### config.mk
export PLATFORM = sky130hd
export DESIGN_NAME = mem_port_arbiter
export DESIGN_NICKNAME = d
export VERILOG_FILES = /design/src/rtl/mem_port_arbiter.sv
export SDC_FILE = /design/constraint.sdc
export NUM_CORES = 1
export LEC_CHECK = 0
export ABC_AREA = 0
export BUFFER_PORTS_ARGS = -buffer_cell sky130_fd_sc_hd__buf_4
export CAP_MARGIN = 20
export CELL_PAD_IN_SITES_DETAIL_PLACEMENT = 1
export CELL_PAD_IN_SITES_GLOBAL_PLACEMENT = 2
export CORE_MARGIN = 4
export CORE_UTILIZATION = 20
export CTS_BUF_LIST = sky130_fd_sc_hd__clkbuf_16
export CTS_CLUSTER_DIAMETER = 100
export DETAILED_ROUTE_END_ITERATION = 8
export PLACE_DENSITY = 0.9
export SETUP_SLACK_MARGIN = 0.5
export SLEW_MARGIN = 30
export SYNTH_ARGS = -nofsm -noshare
export SYNTH_HDL_FRONTEND = slang
export SYNTH_SLANG_ARGS = --single-unit
### constraint.sdc
create_clock -name Clock -period 1.37 [get_ports Clock]
set_input_delay 0.137 -clock Clock [delete_from_list [all_inputs] [get_ports Clock]]
set_output_delay 0.137 -clock Clock [all_outputs]
set_load 0.02 [all_outputs]
### src/rtl/mem_port_arbiter.sv
// Three-port arbiter/sequencer for a single-port synchronous data memory with one-cycle registered read.
// Define MEM_ARB_RR_EN for round-robin arbitration; the default build uses fixed priority port1 > port2 > port0.
module mem_port_arbiter #(
    parameter int AW = 8,
    parameter int DW = 16
) (
    input  logic          Clock,
    input  logic          Reset,
    input  logic          req0,
    input  logic [AW-1:0] addr0,
    input  logic          req1,
    input  logic          we1,
    input  logic [AW-1:0] addr1,
    input  logic [DW-1:0] wdata1,
    input  logic          req2,
    input  logic          we2,
    input  logic [AW-1:0] addr2,
    input  logic [DW-1:0] wdata2,
    output logic          ack0,
    output logic          ack1,
    output logic          ack2,
    output logic [DW-1:0] rdata,
    output logic          busy,
    output logic [1:0]    gnt_id,
    output logic [AW-1:0] mem_addr,
    output logic [DW-1:0] mem_data,
    output logic          mem_wren,
    input  logic [DW-1:0] mem_q,
    output logic [1:0]    dbg_state
);

    typedef enum logic [1:0] {
        IDLE  = 2'd0,
        ISSUE = 2'd1,
        RESP  = 2'd2
    } state_t;

    state_t        state;
    state_t        state_next;
    logic          grant;
    logic          any_req;
    logic [1:0]    win;
    logic [AW-1:0] sel_addr;
    logic [DW-1:0] sel_data;
    logic          sel_we;

    assign any_req = req0 | req1 | req2;

`ifdef MEM_ARB_RR_EN
    // Pointer to the last winner; the search begins one port past it.
    logic [1:0] last_ptr;

    always_comb begin
        win = 2'd0;
        case (last_ptr)
            2'd0:    win = req1 ? 2'd1 : (req2 ? 2'd2 : 2'd0);
            2'd1:    win = req2 ? 2'd2 : (req0 ? 2'd0 : 2'd1);
            default: win = req0 ? 2'd0 : (req1 ? 2'd1 : 2'd2);
        endcase
    end

    always_ff @(posedge Clock) begin
        if (Reset) begin
            last_ptr <= 2'd2;
        end else if (grant) begin
            last_ptr <= win;
        end
    end
`else
    always_comb begin
        win = req1 ? 2'd1 : (req2 ? 2'd2 : 2'd0);
    end
`endif

    always_comb begin
        sel_addr = addr0;
        sel_data = '0;
        sel_we   = 1'b0;
        case (win)
            2'd1: begin
                sel_addr = addr1;
                sel_data = wdata1;
                sel_we   = we1;
            end
            2'd2: begin
                sel_addr = addr2;
                sel_data = wdata2;
                sel_we   = we2;
            end
            default: ;
        endcase
    end

    // RESP arbitrates again so back-to-back traffic never passes through IDLE.
    always_comb begin
        state_next = state;
        grant      = 1'b0;
        case (state)
            IDLE: begin
                if (any_req) begin
                    state_next = ISSUE;
                    grant      = 1'b1;
                end
            end
            ISSUE: state_next = RESP;
            RESP: begin
                if (any_req) begin
                    state_next = ISSUE;
                    grant      = 1'b1;
                end else begin
                    state_next = IDLE;
                end
            end
            default: state_next = IDLE;
        endcase
    end

    always_ff @(posedge Clock) begin
        if (Reset) begin
            state    <= IDLE;
            gnt_id   <= 2'd0;
            mem_addr <= '0;
            mem_data <= '0;
            mem_wren <= 1'b0;
        end else begin
            state <= state_next;
            if (grant) begin
                gnt_id   <= win;
                mem_addr <= sel_addr;
                mem_data <= sel_data;
                mem_wren <= sel_we;
            end else begin
                mem_wren <= 1'b0;
            end
        end
    end

    // Acks decode from registered state only, so a request never reaches an output combinationally.
    assign ack0      = (state == RESP) && (gnt_id == 2'd0);
    assign ack1      = (state == RESP) && (gnt_id == 2'd1);
    assign ack2      = (state == RESP) && (gnt_id == 2'd2);
    assign rdata     = mem_q;
    assign busy      = (state != IDLE);
    assign dbg_state = state;

endmodule

==> summary.md, run 1 <==
| Metric | Value |
|---|---|
| Main combinational cell family by area after synthesis | `compound AO/OA/AOI/OAI gates` |
| Commonest non-fill, non-tap cell in the layout | `buf_4` |
| GRT Overall Usage | `0.133` |
| Number of enable flip-flop cells after synthesis | `0` |
| Worst-case vdd ir drop | `396 uV` |
| Clock transition at path regs | `0.05 ns` |
| CTS max path bufs | `2` |
| TritonRoute pass-1 iters | `4` |
| Setup WS post-layout | `0.131 ns` |
| Reg-to-reg startpoint | `dbg_state[0]` |
| Synth unique cells | `26` |
| Slew Limit Fails | `0` |
| Post-synthesis area per instance | `9.90 um^2` |
| Most used routing layer | `met2` |
| Cts hold-fix bufs | `0` |
| Core area | `7730 um^2` |
| Met2 Usage GRT | `0.246` |
| Switching Share | `0.293` |
| Least-Margin Pin Slew | `0.386 ns` |
| Crit Path Max Fanout | `8` |
| Synth Area in Adders | `0` |
| Critical path arrival | `1.45 ns` |
| Most frequent cells in the layout | `88 x buf_4, 40 x buf_6, 23 x dfxtp_2` |
| Cell taking the most area after synthesis | `dfxtp_1` |
| Total negative slack | `0 ns` |
| Total grt overflow | `0` |
| Post-Synth XOR/XNOR Area | `0` |
| Hold wc startpoint | `we2` |
| DRC | `0` |
| # IOs | `128` |
| Die Y | `97.3 um` |
| Min Tclk post-route | `1.24 ns` |
| Clk network pwr share | `0.329` |
| Via Count | `1722` |
| Nets | `354` |
| Synthesized flop and latch total | `29` |
| P_sw | `0.909 mW` |
| Synth-to-layout area growth | `103%` |
| Vias per inst | `4.56` |
| Post-DP HPWL | `4230 um` |
| Sequential share of the synthesized area | `0.364` |
| Met3 usage | `0.0445` |
| TritonCTS clock tree | `yes` |
| Initial core utilization | `0.206` |
| DRT iter0 DRCs | `40` |
| Global routing usage on met1 | `0.142` |
| Synth top area share | `0.364` |
| Final hold violations | `0` |
| Internal power | `2.20 mW` |
| Fmax | `807 MHz` |
| TritonCTS buffer count | `5` |
| Mapped Cells | `161` |
| Design Power | `3.10 mW` |
| Initial antenna violation count | `0` |
| Root buffer cell | `clkbuf_16` |
| Most used DFF post-synth | `dfxtp_1` |
| Fin cells | `378` |
| Status | `complete, no violations` |
| Setup Skew | `0.00278 ns` |
| Cells after DPL | `334` |
| Post-Syn Area | `1590 um^2` |
| Wirelength per Cell | `17.4 um` |
| N_diodes | `0` |
| Clock Sinks | `29` |
| Max cap viols | `0` |
| Worst setup EP type | `flip-flop` |
| Largest net degree at the start of global routing | `22` |
| Syn nets | `240` |
| Logic pwr share | `0.347` |
| Worst slack at placement | `0.0110 ns` |
| RSZ-0062 raised after global routing | `true` |
| Pleak | `1.37 nW` |
| Post-synthesis mux area share | `0.0502` |
| Die W | `97.3 um` |
| Share of layout cells above drive strength 1 | `0.786` |
| Top post-synthesis cells by area | `dfxtp_1 36%, buf_4 8.5%, a22oi_1 8.0%, a211oi_2 7.8%, a21oi_2 5.5%` |
| Hold crit path type | `input pin to flip-flop` |
| Clock Latency Late Sink | `0.27 ns` |
| Pwr dens | `959 nW/um^2` |
| Post-Route WL | `6560 um` |
| Deepest level of the CTS H-tree | `2` |
| Worst rel slew slack | `0.743` |
| Vias in the first global route | `1943` |
| Post-synthesis compound-gate area fraction | `0.354` |
| Crit start category | `flip-flop` |
| Fillers | `843` |
| Area of the die | `9460 um^2` |
| Final Core Density | `0.419` |
| Row cnt | `32` |
| Register area | `632 um^2` |
| # setup viols final | `0` |
| Power share of the sequential group | `0.324` |
| Critical Path Start | `dbg_state[0]` |
| YS warnings | `0` |
| First-pass GRT wire length | `10200 um` |
| Tcrit/Tclk final | `0.904` |
| Routability cong. | `0.651` |
| Antenna-violating nets left | `0` |
| Async S/R FF share, synth | `0` |
| Setup CP Type | `flip-flop to flip-flop` |
| Post-Synth Simple-Gate Area | `0.0926` |
| Req. time, crit path | `1.58 ns` |
| IO buf count | `95` |
| Multi-input logic area | `1020 um^2` |
-- stage by stage --
stage,instance area [um^2],hold slack (ns)
5_1_grt,3240,0.203
3_3_place_gp,2350,0.274
3_5_place_dp,2350,0.274
4_1_cts,3110,0.150
2_1_floorplan,1710,0.227
6_report,3240,0.155
-- final timing paths --
check / end / slack, ns / cells after the start
setup / recovery: mem_addr[1] / 0.13 / 5
setup reg to reg: mem_addr[1] / 0.13 / 5
hold / removal: mem_wren / 0.15 / 3
hold reg to reg: mem_addr[5] / 0.48 / 1
-- critical path, stage by stage, from the launching register on --
cell and delay (ns):
dfxtp_4 0.41, buf_6 0.15, buf_12 0.14, inv_16 0.04, a21oi_4 0.23, a22o_1 0.19
-- what timing repair did --
item                       CTS  global route
pin swaps                   29            23
gates cloned                 3             1
buffers inserted            27             5
resized for setup           92            13
setup endpoints to repair   62            56
hold endpoints to repair     0             0
-- metal layers --
layer,routed length (um),vias up
met5,0,-
met4,81,0
met3,421,7
met2,3560,40
met1,2490,857
li1,-,818
-- synthesized netlist by cell type (2+ instances only) --
master and instances:
nor2b_1 2, mux2i_1 8, dfxtp_1 29, buf_6 4, buf_4 18, a22oi_1 17
a21oi_1 8, nand2_1 10, o21ai_0 9, a211oi_2 10, a211oi_1 6, a21oi_2 10
a22o_1 8, nor4bb_1 2, buf_2 6, nor3_4 2, clkbuf_1 2, nand2b_1 2
-- state kept, by name (all words and copies together), names as in the netlist --
register,cells
mem_data,16
mem_wren,1
mem_addr,8
dbg_state,2
gnt_id,2
-- power groups by stage --
stage	Combinational, mW	Sequential (mW)	Clock (mW)
2_1_floorplan	0.391	1.08	0
3_3_place_gp	0.696	1.00	0
3_5_place_dp	0.711	1.01	0
4_1_cts	1.01	1.00	1.03
5_1_grt	1.14	1.02	1.08
6_report	1.08	1.01	1.02
-- final cells by class --
cell class	instances	share of cell area
repair buffers	136	0.399
multi-input cells	101	0.315
flip-flops and latches	29	0.195
well taps	102	0.0394
clock buffers	5	0.0387
inverters	1	0.00619
clock inverters	3	0.00387
repair inverters	1	0.00271
-- cells by family after synthesis --
group	count (synthesis)
AOI/OAI and AO/OA	70
buffers and inverters	31
DFF	29
and+or+nand+nor	23
muxes	8
No activity file was read; power rests on OpenSTA's default activity.
==> run 2, diff against run 1 <==
--- a/config.mk
+++ b/config.mk
@@ -16,6 +16,7 @@
 export CTS_CLUSTER_DIAMETER = 100
 export DETAILED_ROUTE_END_ITERATION = 8
 export PLACE_DENSITY = 0.9
+export RECOVER_POWER = 100
 export SETUP_SLACK_MARGIN = 0.5
 export SLEW_MARGIN = 30
 export SYNTH_ARGS = -nofsm -noshare
==> run 2 against run 1 <==
  * Non-clock buffer count unchanged
  * Die area unchanged
  * Fmax decreased by 1.5%
  * Critical path depth increased by 1
  * Final area decreased by 6.4%
  * Final cell count unchanged
  * First-iteration DRC count increased by 20%
  * Critical endpoint is now mem_data[10]
  * Largest cell class unchanged
  * Largest power group is now clock
  * Highest routed layer unchanged
==> summary.md, run 2 (synthesized netlist as in run 1, its figures left out) <==
| Metric | Value |
|---|---|
| Crit start category | `flip-flop` |
| Synth-to-layout area growth | `90.0%` |
| Multi-input logic area | `875 um^2 (-14%)` |
| Root buffer cell | `clkbuf_16` |
| Worst setup EP type | `flip-flop` |
| DRT iter0 DRCs | `48 (+20%)` |
| Least-Margin Pin Slew | `0.374 ns (-0.0119 ns)` |
| Initial antenna violation count | `0 (unchanged)` |
| Tcrit/Tclk final | `0.919 (+0.0141)` |
| Clock Latency Late Sink | `0.27 ns (about the same)` |
| Initial core utilization | `0.206 (unchanged)` |
| GRT Overall Usage | `0.133 (unchanged)` |
| Design Power | `2.99 mW (-3.6%)` |
| Setup Skew | `0.00347 ns (+0.000692 ns)` |
| Most frequent cells in the layout | `86 x buf_4, 36 x buf_6, 22 x dfxtp_1` |
| Worst slack at placement | `0.0110 ns (unchanged)` |
| Die Y | `97.3 um (unchanged)` |
| Min Tclk post-route | `1.26 ns (+0.0193 ns)` |
| Fin cells | `378 (unchanged)` |
| Cells after DPL | `334 (unchanged)` |
| Design Area, Final | `3030 um^2 (-6.4%)` |
| Pleak | `1.33 nW (-3.2%)` |
| Post-Route WL | `6590 um (+0.38%)` |
| Nets | `354 (unchanged)` |
| Vias in the first global route | `1943 (unchanged)` |
| Slew Limit Fails | `0 (unchanged)` |
| Clock transition at path regs | `0.05 ns (about the same)` |
| Total grt overflow | `0 (unchanged)` |
| Post-DP HPWL | `4230 um (unchanged)` |
| Commonest non-fill, non-tap cell in the layout | `buf_4` |
| # setup viols final | `0 (unchanged)` |
| # IOs | `128 (unchanged)` |
| Core area | `7730 um^2 (unchanged)` |
| Largest net degree at the start of global routing | `22 (unchanged)` |
| Fmax | `795 MHz (-1.5%)` |
| Final hold violations | `0 (unchanged)` |
| Wirelength per Cell | `17.4 um (+0.38%)` |
| Hold crit path type | `input pin to flip-flop` |
| RSZ-0062 raised after global routing | `true` |
| Register area | `602 um^2 (-4.8%)` |
| CTS max path bufs | `2 (unchanged)` |
| Placed instance area | `2350 um^2 (unchanged)` |
| Share of layout cells above drive strength 1 | `0.641 (-0.145)` |
| N_diodes | `0 (unchanged)` |
| Routability cong. | `0.651 (unchanged)` |
| IO buf count | `95 (unchanged)` |
| Max reg flops | `16 (unchanged)` |
| Pwr dens | `988 nW/um^2 (+3.0%)` |
| Setup CP Type | `flip-flop to flip-flop` |
| Setup WS post-layout | `0.112 ns (-0.0193 ns)` |
| DRC | `0 (unchanged)` |
| Crit Path Max Fanout | `6 (-2)` |
| Worst-case vdd ir drop | `391 uV (-1.4%)` |
| First-pass GRT wire length | `10200 um (unchanged)` |
| Worst rel slew slack | `0.750 (+0.00795)` |
| TritonCTS clock tree | `yes` |
| Fillers | `876 (+3.9%)` |
| Status | `complete, no violations` |
| Area of the die | `9460 um^2 (unchanged)` |
| TritonCTS buffer count | `5 (unchanged)` |
| Total negative slack | `0 ns (unchanged)` |
| Vias per inst | `4.58 (+0.52%)` |
| Row cnt | `32 (unchanged)` |
| TritonRoute pass-1 iters | `4 (unchanged)` |
| Deepest level of the CTS H-tree | `2 (unchanged)` |
| Via Count | `1731 (+0.52%)` |
| Req. time, crit path | `1.51 ns (-0.07 ns)` |
| Die W | `97.3 um (unchanged)` |
| Max cap viols | `0 (unchanged)` |
| Most flop-heavy register | `mem_data` |
| Antenna-violating nets left | `0 (unchanged)` |
| Critical path arrival | `1.40 ns (-0.05 ns)` |
| Clock Sinks | `29 (unchanged)` |
| Top flop regs | `mem_data: 16 flops, mem_addr: 8 flops` |
run 2: path summary, 6_finish.rpt:
path | endpoint | depth (start not counted) | slack (ns) | startpoint
max | mem_data[10] | 6 | 0.11 | dbg_state[0]
min | mem_wren | 3 | 0.16 | we2
max reg2reg | mem_data[10] | 6 | 0.11 | dbg_state[0]
min reg2reg | mem_addr[6] | 1 | 0.48 | mem_addr[6]
run 2: cell type report:
type,count,area share
Multi-Input combinational cell,101,0.289
Tap cell,102,0.0421
Timing Repair Buffer,136,0.415
Inverter,1,0.00661
Sequential cell,29,0.199
Clock inverter,3,0.00413
Clock buffer,5,0.0413
Timing Repair inverter,1,0.00289
run 2: timing repair:
| action | 4_1_cts | 5_1_grt |
|---|---|---|
| resized for setup | 92 | 13 |
| cloned | 3 | 1 |
| endpoints found under the setup margin | 62 | 56 |
| setup buffers | 27 | 5 |
| pin swaps | 29 | 23 |
| hold buffers | 0 | 0 |
run 2: routing by layer:
layer,share of wire,vias up,track usage
met5,0,-,0
met4,0.011,0,0.0447
met3,0.067,7,0.0445
met2,0.54,44,0.246
met1,0.38,862,0.142
li1,-,818,-
run 2: worst max-delay path, cell delays in order (launching register included):
cell and delay [ns]:
dfxtp_4 0.41, buf_6 0.15, buf_12 0.14, inv_16 0.04
buf_12 0.12, a21oi_1 0.19, a211oi_2 0.07
run 2: through the flow:
step,utilization,hold WS [ns]
after CTS,0.403,0.150
after global placement,0.304,0.274
after global routing,0.392,0.203
after floorplan,-,0.227
after detailed placement,0.304,0.274
final,0.392,0.157
run 2: report_power, final:
part           internal [mW]  total [mW]  switching, mW
combinational          0.555       0.986          0.431
sequential             0.920       0.989         0.0685
clock                  0.655        1.02          0.364
total                   2.13        2.99          0.863
==> run 3, diff against run 2 <==
--- a/config.mk
+++ b/config.mk
@@ -10,7 +10,6 @@
 export CAP_MARGIN = 20
 export CELL_PAD_IN_SITES_DETAIL_PLACEMENT = 1
 export CELL_PAD_IN_SITES_GLOBAL_PLACEMENT = 2
-export CORE_MARGIN = 4
 export CORE_UTILIZATION = 20
 export CTS_BUF_LIST = sky130_fd_sc_hd__clkbuf_16
 export CTS_CLUSTER_DIAMETER = 100
@@ -18,7 +17,7 @@
 export PLACE_DENSITY = 0.9
 export RECOVER_POWER = 100
 export SETUP_SLACK_MARGIN = 0.5
-export SLEW_MARGIN = 30
+export SLEW_MARGIN = 25
 export SYNTH_ARGS = -nofsm -noshare
 export SYNTH_HDL_FRONTEND = slang
 export SYNTH_SLANG_ARGS = --single-unit
==> constraint.sdc (replaced) <==
create_clock -name Clock -period 1.37 [get_ports Clock]
set_input_delay 0.2055 -clock Clock [delete_from_list [all_inputs] [get_ports Clock]]
set_output_delay 0.2055 -clock Clock [all_outputs]
set_load 0.02 [all_outputs]
==> run 3 against run 2 <==
  * The flow now finishes with violations (setup timing)
  * Die area fell by 12%
  * Worst setup slack worse by 0.16 ns
  * Utilization increased by 1.3 points
  * Fmax down 11%
  * Clock-buffer cell count is the same
  * Final cell count up 1.6%
  * Flip-flop and latch count stayed put
  * Clock power hardly changed
  * Power up 1.7%
  * First-iteration DRC count decreased by 29%
  * Highest routed layer unchanged
==> summary.md, run 3 (synthesized netlist as in run 1, its figures left out) <==
| Metric | Value |
|---|---|
| Fmax | `706 MHz (-11%)` |
| Nets | `360 (+1.7%)` |
| IO buf count | `95 (unchanged)` |
| Vias in the first global route | `1836 (-5.5%)` |
| Slew Limit Fails | `0 (unchanged)` |
| # setup viols final | `4 (+4)` |
| Initial core utilization | `0.206 (unchanged)` |
| Synth-to-layout area growth | `96.3%` |
| First-pass GRT wire length | `9400 um (-7.7%)` |
| Worst slack at placement | `-0.0732 ns (-0.0842 ns)` |
| Tcrit/Tclk final | `1.03 (+0.115)` |
| Area of the die | `8330 um^2 (-12%)` |
| Most frequent cells in the layout | `101 x buf_4, 31 x buf_6, 23 x dfxtp_1` |
| TritonRoute pass-1 iters | `4 (unchanged)` |
| Total negative slack | `-0.119 ns (-0.119 ns)` |
| # IOs | `128 (unchanged)` |
| Most used routing layer | `met2` |
| Final hold violations | `0 (unchanged)` |
| Post-Route WL | `6370 um (-3.2%)` |
| Power share of the sequential group | `0.325 (-0.005)` |
| Clock transition at path regs | `0.05 ns (about the same)` |
| Most flop-heavy register | `mem_data` |
| Clock Latency Late Sink | `0.27 ns (about the same)` |
| Post-DP HPWL | `3900 um (-7.8%)` |
| Critical path arrival | `1.21 ns (-0.19 ns)` |
| Hold Slack | `0.185 ns (+0.0282 ns)` |
| Fillers | `866 (-1.1%)` |
| Status | `finished, violations left` |
| Initial antenna violation count | `0 (unchanged)` |
| DRT iter0 DRCs | `34 (-29%)` |
| Placed instance area | `2390 um^2 (+1.7%)` |
| Least-Margin Pin Slew | `0.308 ns (-0.0667 ns)` |
| Vias per inst | `4.50 (-1.7%)` |
| Worst-case vdd ir drop | `483 uV (+24%)` |
| Setup CP Type | `flip-flop to output pin` |
| Via Count | `1728 (-0.17%)` |
| Crit start category | `flip-flop` |
| Setup WS post-layout | `-0.0456 ns (-0.157 ns)` |
| Antenna-violating nets left | `0 (unchanged)` |
| Met3 usage | `0.0360 (-0.00849)` |
| Logic pwr share | `0.339 (+0.010)` |
| Global routing usage on met1 | `0.169 (+0.0272)` |
| N_diodes | `0 (unchanged)` |
| P_sw | `0.891 mW (+3.2%)` |
| Max reg flops | `16 (unchanged)` |
| Fin cells | `384 (+1.6%)` |
| Min Tclk post-route | `1.42 ns (+0.157 ns)` |
| Top flop regs | `mem_data: 16 flops, mem_addr: 8 flops` |
| Clock Sinks | `29 (unchanged)` |
| Met2 Usage GRT | `0.266 (+0.0200)` |
| Crit Path Max Fanout | `5 (-1)` |
| Pwr dens | `972 nW/um^2 (-1.6%)` |
| Setup Skew | `0.00360 ns (+0.000132 ns)` |
| Total grt overflow | `0 (unchanged)` |
| Pleak | `1.35 nW (+2.1%)` |
| Root buffer cell | `clkbuf_16` |
| Switching Share | `0.293 (+0.00441)` |
| GRT Overall Usage | `0.147 (+0.0135)` |
| Worst setup EP type | `output pin` |
| Final Core Density | `0.405 (+0.0131)` |
| Cells after DPL | `340 (+1.8%)` |
| DRC | `0 (unchanged)` |
| Failing checks | `setup timing` |
| Req. time, crit path | `1.16 ns (-0.35 ns)` |
| Internal power | `2.15 mW (+1.0%)` |
| Design Power | `3.04 mW (+1.7%)` |
| Core area | `7730 um^2 (unchanged)` |
| CTS max path bufs | `2 (unchanged)` |
| Routability cong. | `0.649 (-0.29%)` |
| Hold crit path type | `input pin to flip-flop` |
| Row cnt | `32 (unchanged)` |
| Commonest non-fill, non-tap cell in the layout | `buf_4` |
| Clk network pwr share | `0.336 (-0.004)` |
| Share of layout cells above drive strength 1 | `0.713 (+0.0715)` |
| Max cap viols | `0 (unchanged)` |
| Largest net degree at the start of global routing | `20 (-9.1%)` |
| RSZ-0062 raised after global routing | `true` |
| Wirelength per Cell | `16.6 um (-4.8%)` |
| TritonCTS clock tree | `yes` |
| Deepest level of the CTS H-tree | `2 (unchanged)` |
| TritonCTS buffer count | `5 (unchanged)` |
| Die Y | `91.3 um (-6.2%)` |
| Worst rel slew slack | `0.796 (+0.0453)` |
| Design Area, Final | `3130 um^2 (+3.3%)` |
| Die W | `91.3 um (-6.2%)` |
[run 3: changes by cell type in the layout (fill, tap and decap cells not counted), moves of 3 or more]
cell | before | now
a21oi_1 | 14 | 0
buf_4 | 86 | 101
a21oi_2 | 1 | 14
buf_6 | 36 | 31
buf_8 | 0 | 4
clkbuf_2 | 3 | 0
[run 3: worst paths after layout]
path / startpoint / end / slack, ns / cells after the start
setup reg to reg: dbg_state[0] / gnt_id[1] / -0.03 / 7
hold / removal: Reset / dbg_state[1] / 0.18 / 2
setup / recovery: dbg_state[0] / ack1 / -0.05 / 3
hold reg to reg: dbg_state[1] / dbg_state[1] / 0.48 / 1
[run 3: power by group through the flow]
stage	combinational (mW)	sequential (mW)	clock, mW
2_1_floorplan	0.389	1.08	0
3_3_place_gp	0.720	0.991	0
3_5_place_dp	0.736	0.992	0
4_1_cts	0.973	0.994	1.03
5_1_grt	1.10	0.995	1.11
6_report	1.03	0.987	1.02
[run 3: layer usage]
metal,routed length [um],up-vias
met4,104,0
met5,0,-
li1,-,820
met1,2430,843
met3,275,9
met2,3560,56
[run 3: what timing repair did]
item,4_1_cts,5_1_grt
pin swaps,22,4
hold buffers,0,0
resized for setup,89,13
setup buffers,27,8
gates cloned,1,0
endpoints found under the setup margin,61,62
[run 3: layout make-up]
| cell class | count | area (um^2) | area share |
|---|---|---|---|
| sequential | 29 | 598 | 0.191 |
| multi-input combinational | 101 | 975 | 0.311 |
| clock inverter | 3 | 12.5 | 0.00400 |
| inverter | 1 | 16.3 | 0.00520 |
| timing repair buffer | 143 | 1270 | 0.407 |
| clock buffer | 5 | 125 | 0.0400 |
| tap | 102 | 128 | 0.0408 |
[run 3: critical path, cell delays in order (launching register included)]
cell	delay [ns]
dfxtp_4	0.36
buf_12	0.14
nor4bb_4	0.26
buf_4	0.18
